## src/rtl/ram_bus_arbiter.sv

```systemverilog
// Round-robin sequencer that shares one address-latched memory between two ports.
// Each access walks IDLE -> LATCH -> ACCESS -> ACK, with every output registered.
module ram_bus_arbiter #(
    parameter int AW = 8,
    parameter int DW = 8
) (
    input  logic          clk,
    input  logic          rst_n,
    input  logic          req0,
    input  logic          req1,
    input  logic          we0,
    input  logic          we1,
    input  logic [AW-1:0] addr0,
    input  logic [AW-1:0] addr1,
    input  logic [DW-1:0] wdata0,
    input  logic [DW-1:0] wdata1,
    output logic          ack0,
    output logic          ack1,
    output logic [DW-1:0] rdata0,
    output logic [DW-1:0] rdata1,
    output logic          busy,
    output logic [AW-1:0] a,
    output logic          sa,
    output logic          s,
    output logic          e,
    output logic [DW-1:0] bus_out,
    output logic          bus_oe,
    input  logic [DW-1:0] bus_in
);

    typedef enum logic [1:0] {IDLE, LATCH, ACCESS, ACK} state_t;

    state_t        r_state;
    logic          r_we;
    logic [DW-1:0] r_wdata;
    logic [1:0]    r_gnt;
    logic          r_last;
    logic          r_ack0, r_ack1, r_busy, r_sa, r_s, r_e, r_bus_oe;
    logic [AW-1:0] r_a;
    logic [DW-1:0] r_rdata0, r_rdata1, r_bus_out;
    logic          w_pick1;

    // Port 1 wins alone, or on a tie when port 0 was the last one served.
    assign w_pick1 = req1 & (~req0 | ~r_last);

    always_ff @(posedge clk or negedge rst_n) begin
        if (!rst_n) begin
            r_state   <= IDLE;
            r_we      <= 1'b0;
            r_wdata   <= '0;
            r_gnt     <= 2'b00;
            r_last    <= 1'b1;
            r_ack0    <= 1'b0;
            r_ack1    <= 1'b0;
            r_busy    <= 1'b0;
            r_sa      <= 1'b0;
            r_s       <= 1'b0;
            r_e       <= 1'b0;
            r_bus_oe  <= 1'b0;
            r_a       <= '0;
            r_rdata0  <= '0;
            r_rdata1  <= '0;
            r_bus_out <= '0;
        end else begin
            unique case (r_state)
                IDLE: begin
                    if (req0 | req1) begin
                        r_gnt   <= w_pick1 ? 2'b10 : 2'b01;
                        r_we    <= w_pick1 ? we1 : we0;
                        r_a     <= w_pick1 ? addr1 : addr0;
                        r_wdata <= w_pick1 ? wdata1 : wdata0;
                        r_sa    <= 1'b1;
                        r_busy  <= 1'b1;
                        r_state <= LATCH;
                    end
                end
                LATCH: begin
                    r_sa <= 1'b0;
                    if (r_we) begin
                        r_s       <= 1'b1;
                        r_bus_oe  <= 1'b1;
                        r_bus_out <= r_wdata;
                    end else begin
                        r_e <= 1'b1;
                    end
                    r_state <= ACCESS;
                end
                ACCESS: begin
                    r_s      <= 1'b0;
                    r_e      <= 1'b0;
                    r_bus_oe <= 1'b0;
                    if (!r_we) begin
                        if (r_gnt[1]) r_rdata1 <= bus_in;
                        else          r_rdata0 <= bus_in;
                    end
                    r_ack0  <= r_gnt[0];
                    r_ack1  <= r_gnt[1];
                    r_last  <= r_gnt[1];
                    r_state <= ACK;
                end
                ACK: begin
                    r_ack0  <= 1'b0;
                    r_ack1  <= 1'b0;
                    r_busy  <= 1'b0;
                    r_gnt   <= 2'b00;
                    r_state <= IDLE;
                end
            endcase
        end
    end

    assign ack0    = r_ack0;
    assign ack1    = r_ack1;
    assign rdata0  = r_rdata0;
    assign rdata1  = r_rdata1;
    assign busy    = r_busy;
    assign a       = r_a;
    assign sa      = r_sa;
    assign s       = r_s;
    assign e       = r_e;
    assign bus_out = r_bus_out;
    assign bus_oe  = r_bus_oe;

endmodule

```

## config.mk

```make
export PLATFORM = sky130hd
export DESIGN_NAME = ram_bus_arbiter
export DESIGN_NICKNAME = d
export VERILOG_FILES = /design/src/rtl/ram_bus_arbiter.sv
export SDC_FILE = /design/constraint.sdc
export NUM_CORES = 1
export LEC_CHECK = 0
export BUFFER_PORTS_ARGS = -buffer_cell sky130_fd_sc_hd__buf_2
export CAP_MARGIN = 25
export CORE_ASPECT_RATIO = 1.75
export CORE_MARGIN = 2
export CORE_UTILIZATION = 35
export DETAILED_ROUTE_END_ITERATION = 7
export HOLD_SLACK_MARGIN = 0.02
export PLACE_DENSITY_LB_ADDON = 0.25
export SLEW_MARGIN = 20
export SYNTH_ARGS = -nofsm -noshare
export SYNTH_HDL_FRONTEND = slang
export SYNTH_SLANG_ARGS = --single-unit
```

## constraint.sdc

```tcl
create_clock -name clk -period 4.1 [get_ports clk]
set_input_delay 1.025 -clock clk [delete_from_list [all_inputs] [get_ports clk]]
set_output_delay 1.025 -clock clk [all_outputs]
set_load 0.02 [all_outputs]
```

==> results.md <==
* Multiplexer area fraction after synthesis at between 10% and 20%
* Seq pwr share at 38.5%
* Number of synthesized flops with an enable pin at 0
* Yosys cell types at 29
* Clk Latency, worst-skew pair at 0.29 ns
* Iteration-0 DRC Markers at 30
* Clk slew on worst S/H paths at approximately 0.060 ns
* Root buffer cell: clkbuf_16
* First-pass GRT wire length at 7879 µm
* DR top layer: met4
* RSZ-0062 raised after global routing: no
* LEAKAGE at about 1.4 nW
* Vias at 1687
* Critical-path maximum fanout at 8
* Synth Area in Simple Gates at about an eighth
* Routed wl met3 at 214 µm
* Routed WL per cell at about 13 µm
* Tcrit/Tclk final at a little under half
* Fin crit period at 1.958 ns
* Largest family of logic cells by synthesized area: multiplexers
* Ys flop type: dfrtp_1
* Starting density of the core at 36.09%
* Routed wl met2 at 2493 µm
* Die Ht at 112.2 µm
* Average cell area after synthesis at 11.77 µm²
* Peak Freq at 510.8 MHz
* Placer Congestion at between 0.7 and 0.8
* Seq/Total Area, Yosys at 55.61%
* Internal power consumption at 1.470 mW
* Overflow after GRT at 0
* Critical Path RT at 4.27 ns
* GRT Overall Usage at 13.98%
* Layout cells sized above 1 at 44.33%
* Worst Skew at 0.008120 ns
* Compound-Gate Fraction of Synth Area at 9.776%
* Signal arrival time at the worst endpoint at 2.13 ns
* Post-synth ARST share at 100.0%
* Die Wd at 65.84 µm
* Slew @ Worst Pin at between 0.6 and 0.7 ns
* Resize count post-CTS at 0
* Cts hold-fix bufs at 0
* Input/output buffers at 84
* Post-Syn Area at 2342 µm²
* Inserted Diodes at 0
* Kind of critical path: reg -> reg
* Adder-cell area share of the yosys netlist at 3.739%
* Most frequent cells in the layout: buf_2 (84), dfrtp_1 (51), nand2_1 (37), nor2_1 (21)
* Setup_tns at 0 ns
* Largest net degree at the start of global routing at 36
* Setup crit end kind: flop
* Fillers at approximately 640
* DRT Pass-1 Iters at 3
* Ports at 85
* Status: finished, final reports clean
* PwrDens at 820.6 nW/µm²
* Core Region at about 6500 µm²
* #FFs+latches synth at 52
* Net Count, Synth at 252
* Routed WL at 4668 µm
* Area growth syn-to-layout at 25.21%
* Switching Share at 38.94%
* # Max-Cap Violations at 0
* Antenna viol nets, final at 0
* H-tree levels at 2
* Total setup buffers inserted after CTS at 0
* Final Hold Fails at 0
* Sw power at 0.9371 mW
* Startpoint Class: flop
* CTS max path bufs at 2
* Met1 Wirelength at 1850 µm
* Num CTS Buffers at 5
* Final net count at between 300 and 400
* Setup-failing EPs final at 0
* VDD IR max at 0.4229 mV
* Synth Area in XOR/XNOR at 0%
* Core Rows at 39
* Slew Limit Fails at 0
* HPWL after detailed placement at 3611 µm
* HP Class: reg -> reg
* Die area at 7389 µm²
* Commonest non-fill, non-tap cell in the layout: buf_2
* Vias in the first global route at 1680
* Yosys warning count at 0
* CTS sink count at 52
* Synth Instances at 199
* Initial antenna violation count at 0
* Core Util, Final at a little under half
* Clock share of power at between 10% and 20%
* Slew margin rel. at 58.83%
* CTS tree: done
* DRC viols at 0
* Vias/cell at around 4.6
* Gate power share at 44.5%
## synth_stat cells, types with 2 or more instances
cell type / number / area [µm²]
nor3b_4: 2 / 37.54
nor2_1: 21 / 78.83
inv_1: 3 / 11.26
buf_2: 2 / 10.01
buf_4: 4 / 30.03
o31ai_1: 2 / 15.01
o21ai_0: 7 / 35.03
nand2_1: 37 / 138.9
ha_1: 7 / 87.58
a31oi_1: 17 / 106.4
dfrtp_1: 51 / 1276
buf_6: 4 / 45.04
mux2_4: 8 / 120.1
a21oi_1: 3 / 15.01
mux2_2: 17 / 191.4
## routing by layer
layer  GRT usage [%]  vias up
met4           6.667        0
met3           2.806        6
met2           24.71       51
met1           15.55      789
met5               0        -
li1                -      841
## registers in the layout, summed over array words and instances (netlist names)
name     cells
r_state      2
a            8
r_gnt        2
bus_out      8
r_we         1
ack0         1
rdata1       8
r_last       1
rdata0       8
sa           1
ack1         1
busy         1
e            1
r_wdata      8
bus_oe       1
## worst paths after layout
check / slack (ns) / from / end / cells after the start
worst max-delay path: 2.14 / r_state[0] / rdata1[2] / 5
min in group asynchronous: 0.75 / rst_n / a[1] / 1
worst max register to register: 2.14 / r_state[0] / rdata1[2] / 5
worst min register to register: 0.50 / rdata0[2] / rdata0[2] / 1
worst min-delay path: 0.50 / rdata0[2] / rdata0[2] / 1
max in group asynchronous: 2.58 / rst_n / r_wdata[0] / 2
## cells by family after synthesis
| group | count (synthesis) |
|---|---|
| simple gates | 66 |
| flops | 52 |
| compound gates | 34 |
| mux | 26 |
| buf+inv | 14 |
| fa+ha+maj | 7 |
## metrics by stage
stage	cells	worst slack, ns	hold slack [ns]	power [mW]	area, µm²
6_report	364	2.142	0.5035	2.407	2933
3_5_place_dp	355	1.658	0.4915	2.025	2773
5_1_grt	364	2.019	0.5118	2.583	2933
4_1_cts	363	1.974	0.5064	2.441	2918
3_3_place_gp	355	1.708	0.4848	1.995	2773
2_1_floorplan	199	2.263	0.4814	1.720	2342
## worst max-delay path, cell delays in order, from the launching register on
cell and delay (ns):
dfrtp_1 0.43, inv_1 0.14, ha_1 0.36, nand2_2 0.11, or2_1 0.43, mux2_4 0.37
## area by class of cell
type                       instances  area [µm²]  share of cell area, %
inverter                           3       11.26                 0.3840
tap                               82       102.6                  3.498
timing repair buffer              86       442.9                  15.10
multi-input combinational        133       928.4                  31.66
clock buffer                       6       128.9                  4.394
sequential                        52        1303                  44.41
clock inverter                     2       16.27                 0.5546
## power by group through the flow
stage                     clock network (mW)  registers (mW)  logic (mW)
final                                  0.408           0.928        1.07
after global placement                     0           0.933        1.06
after CTS                              0.423           0.934        1.08
after detailed placement                   0           0.943        1.08
after global routing                   0.438           0.964        1.18
after floorplan                            0            1.14       0.576
Note: power is estimated with default switching activity, not from simulation.
